[config.mk]
export PLATFORM = sky130hd
export DESIGN_NAME = monitor_avalon_master
export DESIGN_NICKNAME = d
export VERILOG_FILES = /design/src/rtl/monitor_avalon_pkg.sv /design/src/rtl/monitor_avalon_master.sv
export SDC_FILE = /design/constraint.sdc
export NUM_CORES = 1
export LEC_CHECK = 0
export ABC_CLOCK_PERIOD_IN_PS = 3800
export BUFFER_PORTS_ARGS = -buffer_cell sky130_fd_sc_hd__clkbuf_2
export CAP_MARGIN = 20
export CORE_MARGIN = 2
export CORE_UTILIZATION = 35
export CTS_CLUSTER_SIZE = 40
export DETAILED_ROUTE_END_ITERATION = 10
export PLACE_DENSITY = 0.59
export SKIP_LAST_GASP = 1
export SLEW_MARGIN = 20
export SYNTH_ARGS = -nofsm -noshare
export SYNTH_HDL_FRONTEND = slang
export SYNTH_SLANG_ARGS = --single-unit
[constraint.sdc]
create_clock -name clk -period 3.8 [get_ports clk]
set_input_delay 0.19 -clock clk [delete_from_list [all_inputs] [get_ports clk]]
set_output_delay 0.19 -clock clk [all_outputs]
set_load 0.02 [all_outputs]
[src/rtl/monitor_avalon_pkg.sv]
// Shared types and constants for the debug-monitor Avalon-MM initiator.
package monitor_avalon_pkg;

   localparam int DEF_ADDR_W     = 11;
   localparam int DEF_DATA_W     = 32;
   localparam int DEF_CNT_W      = 8;
   localparam int TIMEOUT_CYCLES = 1023;
   localparam int TO_W           = 10;

   typedef enum logic [1:0] {
      IDLE   = 2'd0,
      XFER   = 2'd1,
      RDWAIT = 2'd2,
      RESP   = 2'd3
   } state_t;

endpackage

[src/rtl/monitor_avalon_master.sv]
// Avalon-MM initiator that gives the debug monitor read/write/fill access to memory.
// Optional stall timeout: define MONITOR_AVALON_MASTER_TIMEOUT_EN.
//
// state  | meaning
// IDLE   | waiting for a command, cmd_ready high
// XFER   | strobes driven, waiting for ~waitrequest
// RDWAIT | read accepted, counting down the slave read latency
// RESP   | response presented until rsp_ready
module monitor_avalon_master
   import monitor_avalon_pkg::*;
#(
   parameter int ADDR_W       = DEF_ADDR_W,
   parameter int DATA_W       = DEF_DATA_W,
   parameter int CNT_W        = DEF_CNT_W,
   parameter int READ_LATENCY = 1
) (
   input  logic                clk,
   input  logic                reset_n,
   input  logic                cmd_valid,
   output logic                cmd_ready,
   input  logic                cmd_write,
   input  logic [ADDR_W-1:0]   cmd_address,
   input  logic [DATA_W/8-1:0] cmd_byteenable,
   input  logic [DATA_W-1:0]   cmd_writedata,
   input  logic [CNT_W-1:0]    cmd_count,
   output logic                rsp_valid,
   input  logic                rsp_ready,
   output logic [DATA_W-1:0]   rsp_readdata,
   output logic                rsp_last,
   output logic                rsp_error,
   output logic                busy,
   output logic [ADDR_W-1:0]   avm_address,
   output logic [DATA_W/8-1:0] avm_byteenable,
   output logic                avm_chipselect,
   output logic                avm_read,
   output logic                avm_write,
   output logic [DATA_W-1:0]   avm_writedata,
   input  logic [DATA_W-1:0]   avm_readdata,
   input  logic                avm_waitrequest
);

   localparam int LAT_W = 2;
   localparam logic [LAT_W-1:0] LAT_INIT = LAT_W'(READ_LATENCY - 1);

   state_t                state_q, state_d;
   logic [ADDR_W-1:0]     addr_q;
   logic [DATA_W/8-1:0]   be_q;
   logic [DATA_W-1:0]     wdata_q;
   logic [DATA_W-1:0]     rdata_q;
   logic                  write_q;
   logic [CNT_W-1:0]      remaining_q;
   logic [LAT_W-1:0]      lat_q;
   logic                  last_q;
   logic                  err_q;
   logic                  timeout_hit;
   logic                  final_word;

   assign final_word = (remaining_q == CNT_W'(1));

`ifdef MONITOR_AVALON_MASTER_TIMEOUT_EN
   logic [TO_W-1:0] to_cnt_q;

   assign timeout_hit = (state_q == XFER) && avm_waitrequest &&
                        (to_cnt_q == TO_W'(TIMEOUT_CYCLES - 1));

   // Counts consecutive stalled XFER cycles; any accepted transfer or exit clears it.
   always_ff @(posedge clk or negedge reset_n) begin
      if (!reset_n)
         to_cnt_q <= '0;
      else if ((state_q == XFER) && avm_waitrequest && !timeout_hit)
         to_cnt_q <= to_cnt_q + TO_W'(1);
      else
         to_cnt_q <= '0;
   end
`else
   assign timeout_hit = 1'b0;
`endif

   always_ff @(posedge clk or negedge reset_n) begin
      if (!reset_n)
         state_q <= IDLE;
      else
         state_q <= state_d;
   end

   always_comb begin
      state_d        = state_q;
      cmd_ready      = 1'b0;
      rsp_valid      = 1'b0;
      avm_chipselect = 1'b0;
      avm_read       = 1'b0;
      avm_write      = 1'b0;
      busy           = (state_q != IDLE);
      case (state_q)
         IDLE: begin
            cmd_ready = 1'b1;
            if (cmd_valid) state_d = XFER;
         end
         XFER: begin
            avm_chipselect = 1'b1;
            avm_read       = ~write_q;
            avm_write      = write_q;
            if (!avm_waitrequest) begin
               if (!write_q)        state_d = RDWAIT;
               else if (final_word) state_d = RESP;
            end else if (timeout_hit) begin
               state_d = RESP;
            end
         end
         RDWAIT: begin
            if (lat_q == '0) state_d = RESP;
         end
         RESP: begin
            rsp_valid = 1'b1;
            if (rsp_ready) state_d = last_q ? IDLE : XFER;
         end
         default: state_d = IDLE;
      endcase
   end

   always_ff @(posedge clk or negedge reset_n) begin
      if (!reset_n) begin
         addr_q      <= '0;
         be_q        <= '0;
         wdata_q     <= '0;
         rdata_q     <= '0;
         write_q     <= 1'b0;
         remaining_q <= '0;
         lat_q       <= '0;
         last_q      <= 1'b0;
         err_q       <= 1'b0;
      end else begin
         case (state_q)
            IDLE: if (cmd_valid) begin
               addr_q      <= cmd_address;
               be_q        <= cmd_byteenable;
               wdata_q     <= cmd_writedata;
               write_q     <= cmd_write;
               remaining_q <= (cmd_count == '0) ? CNT_W'(1) : cmd_count;
               rdata_q     <= '0;
               last_q      <= 1'b0;
               err_q       <= 1'b0;
            end
            XFER: if (!avm_waitrequest) begin
               if (!write_q) begin
                  lat_q <= LAT_INIT;
               end else if (final_word) begin
                  last_q <= 1'b1;
               end else begin
                  remaining_q <= remaining_q - CNT_W'(1);
                  addr_q      <= addr_q + ADDR_W'(1);
               end
            end else if (timeout_hit) begin
               // Abandon the rest of the command and report a single errored response.
               err_q   <= 1'b1;
               last_q  <= 1'b1;
               rdata_q <= '0;
            end
            RDWAIT: begin
               if (lat_q == '0) begin
                  rdata_q <= avm_readdata;
                  last_q  <= final_word;
               end else begin
                  lat_q <= lat_q - LAT_W'(1);
               end
            end
            RESP: if (rsp_ready && !last_q) begin
               remaining_q <= remaining_q - CNT_W'(1);
               addr_q      <= addr_q + ADDR_W'(1);
            end
            default: ;
         endcase
      end
   end

   assign rsp_readdata   = rdata_q;
   assign rsp_last       = rsp_valid & last_q;
   assign rsp_error      = rsp_valid & err_q;
   assign avm_address    = addr_q;
   assign avm_byteenable = be_q;
   assign avm_writedata  = wdata_q;

endmodule
==> results.txt <==
Setup TNS: 0 ns
Core Region: 0.01201 mm2
Sink Count: 93
Maximum VDD drop: 0.0004417 V
Outcome: completed
Clock latency on the worst-skew pair: 0.34 ns
Yosys cell types: 58
Leak: 2.778 nW
H-tree depth: 3
Mapped Cells: 348
Root Buffer Master: clkbuf_16
Pin count of the biggest net entering global routing: 60
Most frequent cell after synthesis: dfrtp_1
Share of cells above drive strength 1: 0.4773
Final count of hold timing violations: 0
CP Buf/Inv Count: 2
Grt ovf: 0
Starting DRT DRC Count: 240
Slowest cell on the critical path: nor3_2
Starting Density: 0.3597
Crit Path Class: reg -> reg
Filler instances: 1142
Routability cong.: 0.7658
Netlist area before placement: 0.004320 mm2
Via density: 5.391
Worst path arrival time: 2.93 ns
Post-synth top flop: dfrtp_1
Io pins: 180
IO Port Bufs: 178
Total Routed Length: 11420 um
Synth async-reset ratio: 1.000
Worst-case clock skew: 0.003673 ns
Die area: 0.01325 mm2
Die H: 115.1 um
Peak Freq: 0.3754 GHz
Wirelength per Cell: 16.91 um
# nets final: 627
Worst hold path class: in -> reg
Die W: 115.1 um
Number of diodes: 0
Final min period: 2.664 ns
Top cells by count, synth: dfrtp_1, mux2_2, a22o_1
Max FO, Critical Path: 13
CP max stage delay: 0.68 ns
Sequential fraction of the synthesis area: 0.5387
Synth top area share: 0.5387
Main area contributors after synthesis: dfrtp_1, mux2_2, a22o_1, ha_1, a21oi_1
First-pass GRT wire length: 18460 um
First-pass DRT Iterations: 4
Power density cells: 962.0 mW/mm2
Post-synth net total: 451
Area Overhead vs Synth: 29.83%
Max-cap violations: 0
CTS clk-pin slew, worst paths: 0.07 ns
Largest delay contributor family on the critical path: simple AND/OR/NAND/NOR gates
Design Power: 5.396 mW
Fin crit share: 0.7010
EDFF count, synth: 0
Cell Rows: 40
Crit. End Element: flop
Antenna violations before repair: 0
CTS tree: yes
Unrepaired setup endpoints after global routing: no
Antenna-violating nets left: 0
Setup violators final: 0
Slew margin rel.: 0.4574
Total GRT Usage: 0.1782
Critical path required time: 4.06 ns
DRC Markers: 0
Worst path cell trace: inv_1, ha_1, nand2b_4, inv_4, or4_4, nor3_2, mux2i_1
Cell taking the most area after synthesis: dfrtp_1
Hpwl dp: 8313 um
Via Count: 3639
Syn avg cell area: 12.41 um2
Slew Viols, Final: 0
Worst setup SP type: flop
Clk buf depth: 2
Register bit total from synthesis: 93
Clock buffer count from CTS: 9
Number of global-route vias before repair: 3664
Yosys warns: 0
Slew @ Worst Pin: 0.8094 ns
## state kept, by name (all words and copies together), names as in the netlist
signal,flops
avm_writedata,32
rsp_readdata,32
avm_address,11
remaining_q,8
avm_byteenable,4
lat_q,2
state_q,2
last_q,1
write_q,1
## final timing paths
check,start,endpoint,slack (ns),cells after the start
setup / recovery,state_q[1],remaining_q[1],1.14,7
hold / removal,avm_readdata[23],rsp_readdata[23],0.06,2
setup reg to reg,state_q[1],remaining_q[1],1.14,7
hold reg to reg,rsp_readdata[3],rsp_readdata[3],0.50,1
max in group asynchronous,reset_n,remaining_q[1],2.36,3
min in group asynchronous,reset_n,remaining_q[6],0.48,2
## kinds of logic (layout without fill, tap and decap cells)
family / after synthesis / after routing / share of synthesized area
AOI/OAI and AO/OA: 105 / 105 / 0.1851
DFF: 93 / 93 / 0.5387
and+or+nand+nor: 67 / 67 / 0.09673
muxes: 41 / 41 / 0.1060
buffers and inverters: 31 / 211 / 0.04373
adders and majority gates: 10 / 10 / 0.02896
other: 1 / 1 / 0.0008680
## metrics by stage
step / hold WS (ns) / util / cell area (um2) / instances / setup WS, ns
after global routing: 0.05636 / 0.4670 / 5609 / 675 / 0.9541
after CTS: 0.04403 / 0.4670 / 5609 / 675 / 1.136
final: 0.05912 / 0.4670 / 5609 / 675 / 1.136
after floorplan: -0.1056 / - / 4320 / 348 / 1.736
after detailed placement: 0.3230 / 0.4413 / 5300 / 659 / 1.167
after global placement: 0.3110 / 0.4413 / 5300 / 659 / 1.270
## cell usage in the layout (no fill, tap or decap), types with 2 or more instances in the layout
| cell type | count |
|---|---|
| clkbuf_2 | 177 |
| buf_4 | 7 |
| o21ai_0 | 10 |
| o22ai_1 | 3 |
| nand4_1 | 5 |
| a41oi_1 | 8 |
| o31ai_1 | 3 |
| or4_1 | 2 |
| nand2_1 | 17 |
| dfrtp_1 | 93 |
| a22oi_1 | 3 |
| nor4_4 | 2 |
| a31oi_1 | 2 |
| ha_1 | 10 |
| nand3_1 | 6 |
| clkbuf_16 | 9 |
| o2bb2ai_1 | 7 |
| mux2_2 | 38 |
| inv_1 | 10 |
| a21o_1 | 2 |
| o32ai_1 | 3 |
| a21oi_1 | 16 |
| nor2_1 | 7 |
| nor3b_1 | 2 |
| a22o_1 | 32 |
| nor3_1 | 6 |
| o2111ai_1 | 6 |
| nand2b_1 | 2 |
| mux2i_1 | 3 |
| nor4_1 | 3 |
## per-layer routing
| layer | GRT usage | up-vias | wire [um] | part of all wire |
|---|---|---|---|---|
| li1 | - | 1686 | - | - |
| met1 | 0.2400 | 1768 | 4975 | 0.44 |
| met2 | 0.2651 | 169 | 5125 | 0.45 |
| met3 | 0.05746 | 16 | 1082 | 0.095 |
| met4 | 0.07550 | 0 | 232 | 0.020 |
| met5 | 0 | - | 0 | 0 |
## power breakdown
| part | switching (mW) | internal, mW |
|---|---|---|
| clock | 0.377 | 0.526 |
| combinational | 1.65 | 1.08 |
| sequential | 0.333 | 1.43 |
## area by class of cell
cell class                      instances  area (um2)  share of cell area
Sequential cell                        93        2327              0.4149
Multi-Input combinational cell        224        1807              0.3221
Timing Repair Buffer                  185       948.4              0.1691
Clock buffer                           10       239.0             0.04261
Tap cell                              147       183.9             0.03279
Clock inverter                          5       60.06             0.01071
Inverter                               11       43.79            0.007807
## what timing repair did
item,CTS,global route
hold buffers,1,0
buffers inserted,0,0
gates resized for setup,0,0
endpoints found under the hold margin,58,0
Note: power is estimated with default switching activity, not from simulation.
